==> config.mk <==
export PLATFORM = sky130hd
export DESIGN_NAME = mem_arbiter_flat
export DESIGN_NICKNAME = d
export VERILOG_FILES = /design/src/rtl/mem_arbiter_if.sv /design/src/rtl/mem_arbiter.sv /design/src/flat_wrapper.sv
export SDC_FILE = /design/constraint.sdc
export NUM_CORES = 1
export LEC_CHECK = 0
export BUFFER_PORTS_ARGS = -buffer_cell sky130_fd_sc_hd__buf_2
export CORE_MARGIN = 5
export CORE_UTILIZATION = 47
export CTS_BUF_LIST = sky130_fd_sc_hd__clkbuf_16
export CTS_CLUSTER_SIZE = 24
export DETAILED_ROUTE_END_ITERATION = 10
export PLACE_DENSITY = 0.85
export REMOVE_ABC_BUFFERS = 1
export SLEW_MARGIN = 0
export SYNTH_ARGS = -nofsm -noshare
export SYNTH_HDL_FRONTEND = slang
export SYNTH_SLANG_ARGS = --single-unit
==> constraint.sdc <==
create_clock -name clk -period 5.5 [get_ports clk]
set_input_delay 0.55 -clock clk [delete_from_list [all_inputs] [get_ports clk]]
set_output_delay 0.55 -clock clk [all_outputs]
set_load 0.1 [all_outputs]
==> src/rtl/mem_arbiter_if.sv <==
// mem_arbiter_if: IF/DM requester ports, memory port and status of mem_arbiter.
// slave is the arbiter side, master the pipeline/memory environment side.
interface mem_arbiter_if #(
   parameter int AW = 32,
   parameter int DW = 32
);
   logic          if_req;
   logic [AW-1:0] if_addr;
   logic [DW-1:0] if_rdata;
   logic          if_ack;
   logic          dm_req;
   logic          dm_we;
   logic [AW-1:0] dm_addr;
   logic [DW-1:0] dm_wdata;
   logic [DW-1:0] dm_rdata;
   logic          dm_ack;
   logic          if_stall;
   logic          dm_stall;
   logic          mem_req;
   logic          mem_we;
   logic [AW-1:0] mem_addr;
   logic [DW-1:0] mem_wdata;
   logic [DW-1:0] mem_rdata;
   logic          mem_ready;
   logic [1:0]    grant;
   logic          arb_err;
   modport slave (
      input  if_req, if_addr, dm_req, dm_we, dm_addr, dm_wdata, mem_rdata, mem_ready,
      output if_rdata, if_ack, dm_rdata, dm_ack, if_stall, dm_stall,
             mem_req, mem_we, mem_addr, mem_wdata, grant, arb_err
   );
   modport master (
      output if_req, if_addr, dm_req, dm_we, dm_addr, dm_wdata, mem_rdata, mem_ready,
      input  if_rdata, if_ack, dm_rdata, dm_ack, if_stall, dm_stall,
             mem_req, mem_we, mem_addr, mem_wdata, grant, arb_err
   );
endinterface

==> src/rtl/mem_arbiter.sv <==
// mem_arbiter: serializes IF fetches and MEM loads/stores onto one single-port memory.
// Define MEMARB_RR_EN for round-robin arbitration; default is fixed DM-over-IF priority.
module mem_arbiter #(
   parameter int AW       = 32,
   parameter int DW       = 32,
   parameter int MAX_WAIT = 15
) (
   input logic          clk,
   input logic          rst,
   mem_arbiter_if.slave bus
);
   typedef enum logic [1:0] {IDLE, ISSUE, RESP} state_t;
   state_t        state, state_nx;
   logic [7:0]    wait_cnt;
   logic          last_dm;
   logic          pick_dm, start, done, timeout;
   logic [AW-1:0] sel_addr;
   logic [DW-1:0] rd_val;
`ifdef MEMARB_RR_EN
   assign pick_dm = bus.dm_req & (~bus.if_req | ~last_dm);
`else
   assign pick_dm = bus.dm_req;
`endif
   assign start        = (state == IDLE) & (bus.if_req | bus.dm_req);
   assign done         = (state == ISSUE) & bus.mem_ready;
   assign timeout      = (state == ISSUE) & ~bus.mem_ready & (wait_cnt == 8'(MAX_WAIT));
   assign sel_addr     = pick_dm ? bus.dm_addr : bus.if_addr;
   assign rd_val       = done ? bus.mem_rdata : '0;
   assign bus.if_ack   = (state == RESP) & bus.grant[0];
   assign bus.dm_ack   = (state == RESP) & bus.grant[1];
   assign bus.if_stall = bus.if_req & ~bus.if_ack;
   assign bus.dm_stall = bus.dm_req & ~bus.dm_ack;
   always_ff @(posedge clk or posedge rst) begin
      if (rst) state <= IDLE;
      else     state <= state_nx;
   end
   always_comb begin
      state_nx = state;
      case (state)
         IDLE:    state_nx = start ? ISSUE : IDLE;
         ISSUE:   state_nx = (done | timeout) ? RESP : ISSUE;
         default: state_nx = IDLE;
      endcase
   end
   // mem_we still reflects the in-flight transaction when it completes, so it selects read capture
   always_ff @(posedge clk or posedge rst) begin
      if (rst) begin
         bus.mem_req   <= 1'b0;
         bus.mem_we    <= 1'b0;
         bus.mem_addr  <= '0;
         bus.mem_wdata <= '0;
         bus.if_rdata  <= '0;
         bus.dm_rdata  <= '0;
         bus.grant     <= 2'b00;
         bus.arb_err   <= 1'b0;
         last_dm       <= 1'b0;
         wait_cnt      <= '0;
      end else begin
         if (start) begin
            bus.mem_req  <= 1'b1;
            bus.mem_we   <= pick_dm & bus.dm_we;
            bus.mem_addr <= sel_addr;
            bus.grant    <= pick_dm ? 2'b10 : 2'b01;
            last_dm      <= pick_dm;
            wait_cnt     <= '0;
            if (pick_dm) bus.mem_wdata <= bus.dm_wdata;
         end
         if ((state == ISSUE) && !(done | timeout)) wait_cnt <= wait_cnt + 8'd1;
         if (done | timeout) begin
            bus.mem_req <= 1'b0;
            bus.mem_we  <= 1'b0;
            if (!bus.mem_we && bus.grant[0]) bus.if_rdata <= rd_val;
            if (!bus.mem_we && bus.grant[1]) bus.dm_rdata <= rd_val;
         end
         if (timeout) bus.arb_err <= 1'b1;
         if (state == RESP) bus.grant <= 2'b00;
      end
   end
endmodule
==> src/flat_wrapper.sv <==
// flat-port wrapper written by rule: the top's interface ports become plain ports
module mem_arbiter_flat 
#(
   parameter int AW       = 32,
   parameter int DW       = 32,
   parameter int MAX_WAIT = 15
)
  (clk, rst, bus_if_req, bus_if_addr, bus_dm_req, bus_dm_we, bus_dm_addr, bus_dm_wdata, bus_mem_rdata, bus_mem_ready, bus_if_rdata, bus_if_ack, bus_dm_rdata, bus_dm_ack, bus_if_stall, bus_dm_stall, bus_mem_req, bus_mem_we, bus_mem_addr, bus_mem_wdata, bus_grant, bus_arb_err);
  mem_arbiter_if #(.AW(AW), .DW(DW)) bus_i ();
  input logic clk;
  input logic rst;
  input wire logic [$bits(bus_i.if_req)-1:0] bus_if_req;
  input wire logic [$bits(bus_i.if_addr)-1:0] bus_if_addr;
  input wire logic [$bits(bus_i.dm_req)-1:0] bus_dm_req;
  input wire logic [$bits(bus_i.dm_we)-1:0] bus_dm_we;
  input wire logic [$bits(bus_i.dm_addr)-1:0] bus_dm_addr;
  input wire logic [$bits(bus_i.dm_wdata)-1:0] bus_dm_wdata;
  input wire logic [$bits(bus_i.mem_rdata)-1:0] bus_mem_rdata;
  input wire logic [$bits(bus_i.mem_ready)-1:0] bus_mem_ready;
  output wire logic [$bits(bus_i.if_rdata)-1:0] bus_if_rdata;
  output wire logic [$bits(bus_i.if_ack)-1:0] bus_if_ack;
  output wire logic [$bits(bus_i.dm_rdata)-1:0] bus_dm_rdata;
  output wire logic [$bits(bus_i.dm_ack)-1:0] bus_dm_ack;
  output wire logic [$bits(bus_i.if_stall)-1:0] bus_if_stall;
  output wire logic [$bits(bus_i.dm_stall)-1:0] bus_dm_stall;
  output wire logic [$bits(bus_i.mem_req)-1:0] bus_mem_req;
  output wire logic [$bits(bus_i.mem_we)-1:0] bus_mem_we;
  output wire logic [$bits(bus_i.mem_addr)-1:0] bus_mem_addr;
  output wire logic [$bits(bus_i.mem_wdata)-1:0] bus_mem_wdata;
  output wire logic [$bits(bus_i.grant)-1:0] bus_grant;
  output wire logic [$bits(bus_i.arb_err)-1:0] bus_arb_err;
  assign bus_i.if_req = bus_if_req;
  assign bus_i.if_addr = bus_if_addr;
  assign bus_i.dm_req = bus_dm_req;
  assign bus_i.dm_we = bus_dm_we;
  assign bus_i.dm_addr = bus_dm_addr;
  assign bus_i.dm_wdata = bus_dm_wdata;
  assign bus_i.mem_rdata = bus_mem_rdata;
  assign bus_i.mem_ready = bus_mem_ready;
  assign bus_if_rdata = bus_i.if_rdata;
  assign bus_if_ack = bus_i.if_ack;
  assign bus_dm_rdata = bus_i.dm_rdata;
  assign bus_dm_ack = bus_i.dm_ack;
  assign bus_if_stall = bus_i.if_stall;
  assign bus_dm_stall = bus_i.dm_stall;
  assign bus_mem_req = bus_i.mem_req;
  assign bus_mem_we = bus_i.mem_we;
  assign bus_mem_addr = bus_i.mem_addr;
  assign bus_mem_wdata = bus_i.mem_wdata;
  assign bus_grant = bus_i.grant;
  assign bus_arb_err = bus_i.arb_err;
  mem_arbiter #(.AW(AW), .DW(DW), .MAX_WAIT(MAX_WAIT)) u_core (.clk(clk), .rst(rst), .bus(bus_i));
endmodule
* Yosys cells after proc, flatten, opt, wreduce, memory -nomap -nowiden
Index checks and enable logic that the tools add are counted. Widths: inputs -> output; s select.
Word-level totals: register bits 143, bits of input ports 134, output and inout bits 137, logic and storage cells 54
Operators by class: reductions and logical operators 12, eq/ne operators 3, mux-type cells 14, $add $sub $neg 1, bitwise gates (word level) 14
Operators by type and width (count):
- $mux 32 | 2
- $mux 8 | 2
- $and 1x1->1 | 9
- $add 8x1->8 const B | 1
- $eq 8x4->1 const B | 1
- $mux 2 | 4
- $reduce_and 2->1 | 3
- $reduce_bool 2->1 | 3
- $mux 1 | 5
- $pmux 2 s2 | 1
- $logic_and 1x1->1 | 3
- $not 1->1 | 3
- $eq 2x1->1 const B | 1
- $eq 2x2->1 const B | 1
- $logic_not 1->1 | 2
- $logic_not 2->1 | 1
- $or 1x1->1 | 2

* Logic depth before layout (Yosys ltp)
depth after elaboration 7, gate-level depth with buffers 8

* Worst setup path after synthesis
OpenSTA, ideal clock, no wires.
kind register to output, start point reg u_core.bus.grant[1] (netlist name), end point out bus_dm_stall, cell stages (with the launch flop) 3, data arrival time 2.952 ns, path slack 1.998 ns, path buffers 0, cells stage by stage dfrtp_1 and3b_1 nor2b_1
On the way: longest elaborated chain between the ends 3
RTL lines:
- from (decl) | line mem_arbiter_if.sv:30 | mem_req, mem_we, mem_addr, mem_wdata, grant, arb_err
- from (signal assigned) | line mem_arbiter.sv:63 | bus.grant <= pick_dm ? 2'b10 : 2'b01;
- $and 1x1->1 | line mem_arbiter.sv:30 | assign bus.dm_ack = (state == RESP) & bus.grant[1];
- net bus_dm_ack | line flat_wrapper.sv:23 | output wire logic [$bits(bus_i.dm_ack)-1:0] bus_dm_ack;
- $not 1->1 | line mem_arbiter.sv:32 | assign bus.dm_stall = bus.dm_req & ~bus.dm_ack;
- $and 1x1->1 | line mem_arbiter.sv:32
- to (decl) | line flat_wrapper.sv:25 | output wire logic [$bits(bus_i.dm_stall)-1:0] bus_dm_stall;
The timed path passes the listed nets, and every way through them passes these cells.

* Worst setup path in the final report
start point reg u_core.state[0], end point out bus_dm_stall
On the way: longest elaborated chain between the ends 4
RTL lines:
- from (decl) | line mem_arbiter.sv:13 | state_t state, state_nx;
- from (signal assigned) | line mem_arbiter.sv:35 | else state <= state_nx;
- $eq 2x2->1 | line mem_arbiter.sv:30
- $and 1x1->1 | line mem_arbiter.sv:30
- $not 1->1 | line mem_arbiter.sv:32
- $and 1x1->1 | line mem_arbiter.sv:32
No other way between the ends.

==> load_flow_metrics.sql <==
INSERT INTO impl_metrics (metric_group, metric, value, unit) VALUES
('status', 'result_of_the_run', 'finished, final reports clean', ''),
('floorplan', 'ioPinCount', '271', ''),
('global_routing', 'grt_pass1_wl', '24400', 'um'),
('setup_path', 'critical_path.max_fanout', '12', ''),
('sta', 'rsz0062_at_grt', 'no', ''),
('global_routing', 'grt.overflow.total', '0', ''),
('sta', 'worst-slew-pin-transition', '1.16', 'ns'),
('global_routing', 'globalRouteMet2Util', '35.5', '%'),
('setup_path', 'worstSetupStartpoint', 'u_core.state[0]', ''),
('yosys', 'post-synth-top-area-cell', 'dfrtp_1', ''),
('setup_path', 'r2r_slack', '3.31', 'ns'),
('yosys', 'post_synth_and_or_nand_nor_area_fraction', '6.40', '%'),
('floorplan', 'rows', '41', ''),
('cells_and_area', 'stdcell_area', '7860', 'um2'),
('drt', 'first_pass_iters', '7', ''),
('setup_path', 'worst-r2r-cell-count', '3', ''),
('clock_network', 'clock_transition_at_path_regs', '0.06', 'ns'),
('drt', 'vias', '4718', ''),
('sta', 'tcrit_tclk_final', '41.4', '%'),
('hold_path', 'timing.hold.worst.class', 'in2async', ''),
('cells_and_area', 'nets', '833', ''),
('floorplan', 'die_y', '122', 'um'),
('placement', 'io_buffer_count', '270', ''),
('sta', 'slew-limit-headroom', '22.9', '%'),
('setup_path', 'worst-endpoint-arrival', '1.73', 'ns'),
('global_routing', 'first_global_vias', '4954', ''),
('yosys', 'synthTopCellsByArea', 'dfrtp_1, a32o_1, mux2i_1', ''),
('yosys', 'synthArstFlopShare', '100', '%'),
('clock_network', 'numCtsBuffers', '17', ''),
('yosys', 'syn-instance-count', '444', ''),
('clock_network', 'cts.repair.resized', '0', ''),
('sta', 'clock_skew', '0.0108', 'ns'),
('placement', 'dpl.hpwl', '11100', 'um'),
('sta', 'timing.final.crit_period', '2.28', 'ns'),
('setup_path', 'critical_path.reg2reg.startpoint', 'u_core.state[0]', ''),
('setup_path', 'critPathCaptureType', 'output pin', ''),
('yosys', 'most_frequent_cell_after_synthesis', 'dfrtp_1', ''),
('clock_network', 'clock_tree_from_tritoncts', 'built', ''),
('global_routing', 'global_route.usage.total', '20.5', '%'),
('cells_and_area', 'drive_gt1_share', '45.6', '%'),
('drt', 'antenna_left', '0', ''),
('placement', 'gpl.final_weighted_congestion', '0.812', ''),
('setup_path', 'worst-endpoint-required', '4.95', 'ns'),
('clock_network', 'postCtsSetupRepairBufs', '0', ''),
('yosys', 'postSynth.topFlopCell', 'dfrtp_1', ''),
('cells_and_area', 'synthToLayoutAreaGrowth', '32.8', '%'),
('drt', 'drt_iter0_drc', '403', ''),
('floorplan', 'dieWidth', '122', 'um'),
('placement', 'postPlaceCellArea', '7280', 'um2'),
('setup_path', 'critPathCapture', 'bus_dm_stall', ''),
('sta', 'clock.fmax', '439', 'MHz'),
('yosys', 'synth_enable_flop_cells', '0', ''),
('cells_and_area', 'final_cells', '883', ''),
('clock_network', 'hold_buffers', '0', ''),
('yosys', 'post_synth_instance_area', '5920', 'um2'),
('yosys', 'synth_adder_area_share', '0.211', '%'),
('placement', 'placed_cells_incl_taps', '851', ''),
('drt', 'wire_length_per_cell_after_detailed_routing', '17.4', 'um'),
('clock_network', 'clock_sinks', '143', ''),
('setup_path', 'start_kind', 'flip-flop', ''),
('job', 'cap_viol_max_count', '0', ''),
('floorplan', 'design.core.area', '12500', 'um2'),
('clock_network', 'ctsLongestPathBuffers', '2', ''),
('yosys', 'ys_seq_area_share', '60.4', '%'),
('yosys', 'synth-compound-area-share', '16.8', '%'),
('sta', 'final_max_slew_viol_count', '0', ''),
('yosys', 'synth_mux_area_share', '11.7', '%'),
('cells_and_area', 'n_antenna_cell', '0', ''),
('global_routing', 'grt_max_degree', '80', ''),
('global_routing', 'antenna_found_initial', '0', ''),
('floorplan', 'die_area', '14900', 'um2');
## per-layer routing
metal	up-vias	wire length (um)
met5	-	0
li1	2170	-
met1	2307	6060
met4	0	235
met3	20	1300
met2	221	7740
## flip-flops by register name, summed over array words and instances, names as in the netlist
signal                count
u_core.bus.mem_addr      32
u_core.bus.mem_req        1
u_core.state              2
u_core.wait_cnt           8
u_core.bus.arb_err        1
u_core.bus.mem_wdata     32
u_core.bus.dm_rdata      32
u_core.bus.grant          2
u_core.bus.mem_we         1
u_core.bus.if_rdata      32
## metrics by stage
stage,util [%],worst slack (ns),hold WS (ns)
final,63.1,3.22,0.259
after global routing,63.1,3.09,0.321
after CTS,63.1,3.20,0.282
after detailed placement,58.4,3.06,0.460
after global placement,58.4,3.12,0.441
after floorplan,-,1.11,0.463
## cell families after synthesis
logic type	Yosys count
mux	65
buf+inv	43
simple gates	72
fa+ha+maj	1
compound gates	120
flops	143
## cell usage in the layout (no fill, tap or decap), types with 5 or more instances in the layout
cell type / count
o21ai_1: 36
mux2_1: 29
nor2_1: 9
dfrtp_1: 143
mux2i_1: 33
clkinvlp_4: 5
inv_6: 6
buf_2: 270
buf_4: 5
clkbuf_16: 17
a32o_1: 64
nand2_1: 38
## worst min-delay path by stage
stage | startpoint | to | slack [ns] | depth (start not counted)
floorplan | u_core.wait_cnt[6] | u_core.wait_cnt[6] | 0.46 | 1
global placement | u_core.bus.arb_err | u_core.bus.arb_err | 0.44 | 1
detailed placement | u_core.bus.arb_err | u_core.bus.arb_err | 0.46 | 1
CTS | rst | u_core.bus.if_rdata[21] | 0.28 | 2
global route | rst | u_core.bus.if_rdata[14] | 0.32 | 2
finish | rst | u_core.bus.dm_rdata[9] | 0.26 | 2
## final cells by class
cell class	count	area [um2]
Multi-Input combinational cell	258	2080
Inverter	3	16.3
Clock inverter	15	151
Tap cell	172	215
Timing Repair Buffer	275	1390
Fill cell	989	4610
Clock buffer	17	425
Sequential cell	143	3580
## critical path: stages (launching register included)
cell	delay, ns
dfrtp_1	0.53
and3b_1	0.25
nor2b_1	0.11
buf_2	0.43
Power is left out: the tool's default activity adds up to more than one toggle a clock period on the data nets, which glitch-free logic cannot reach.
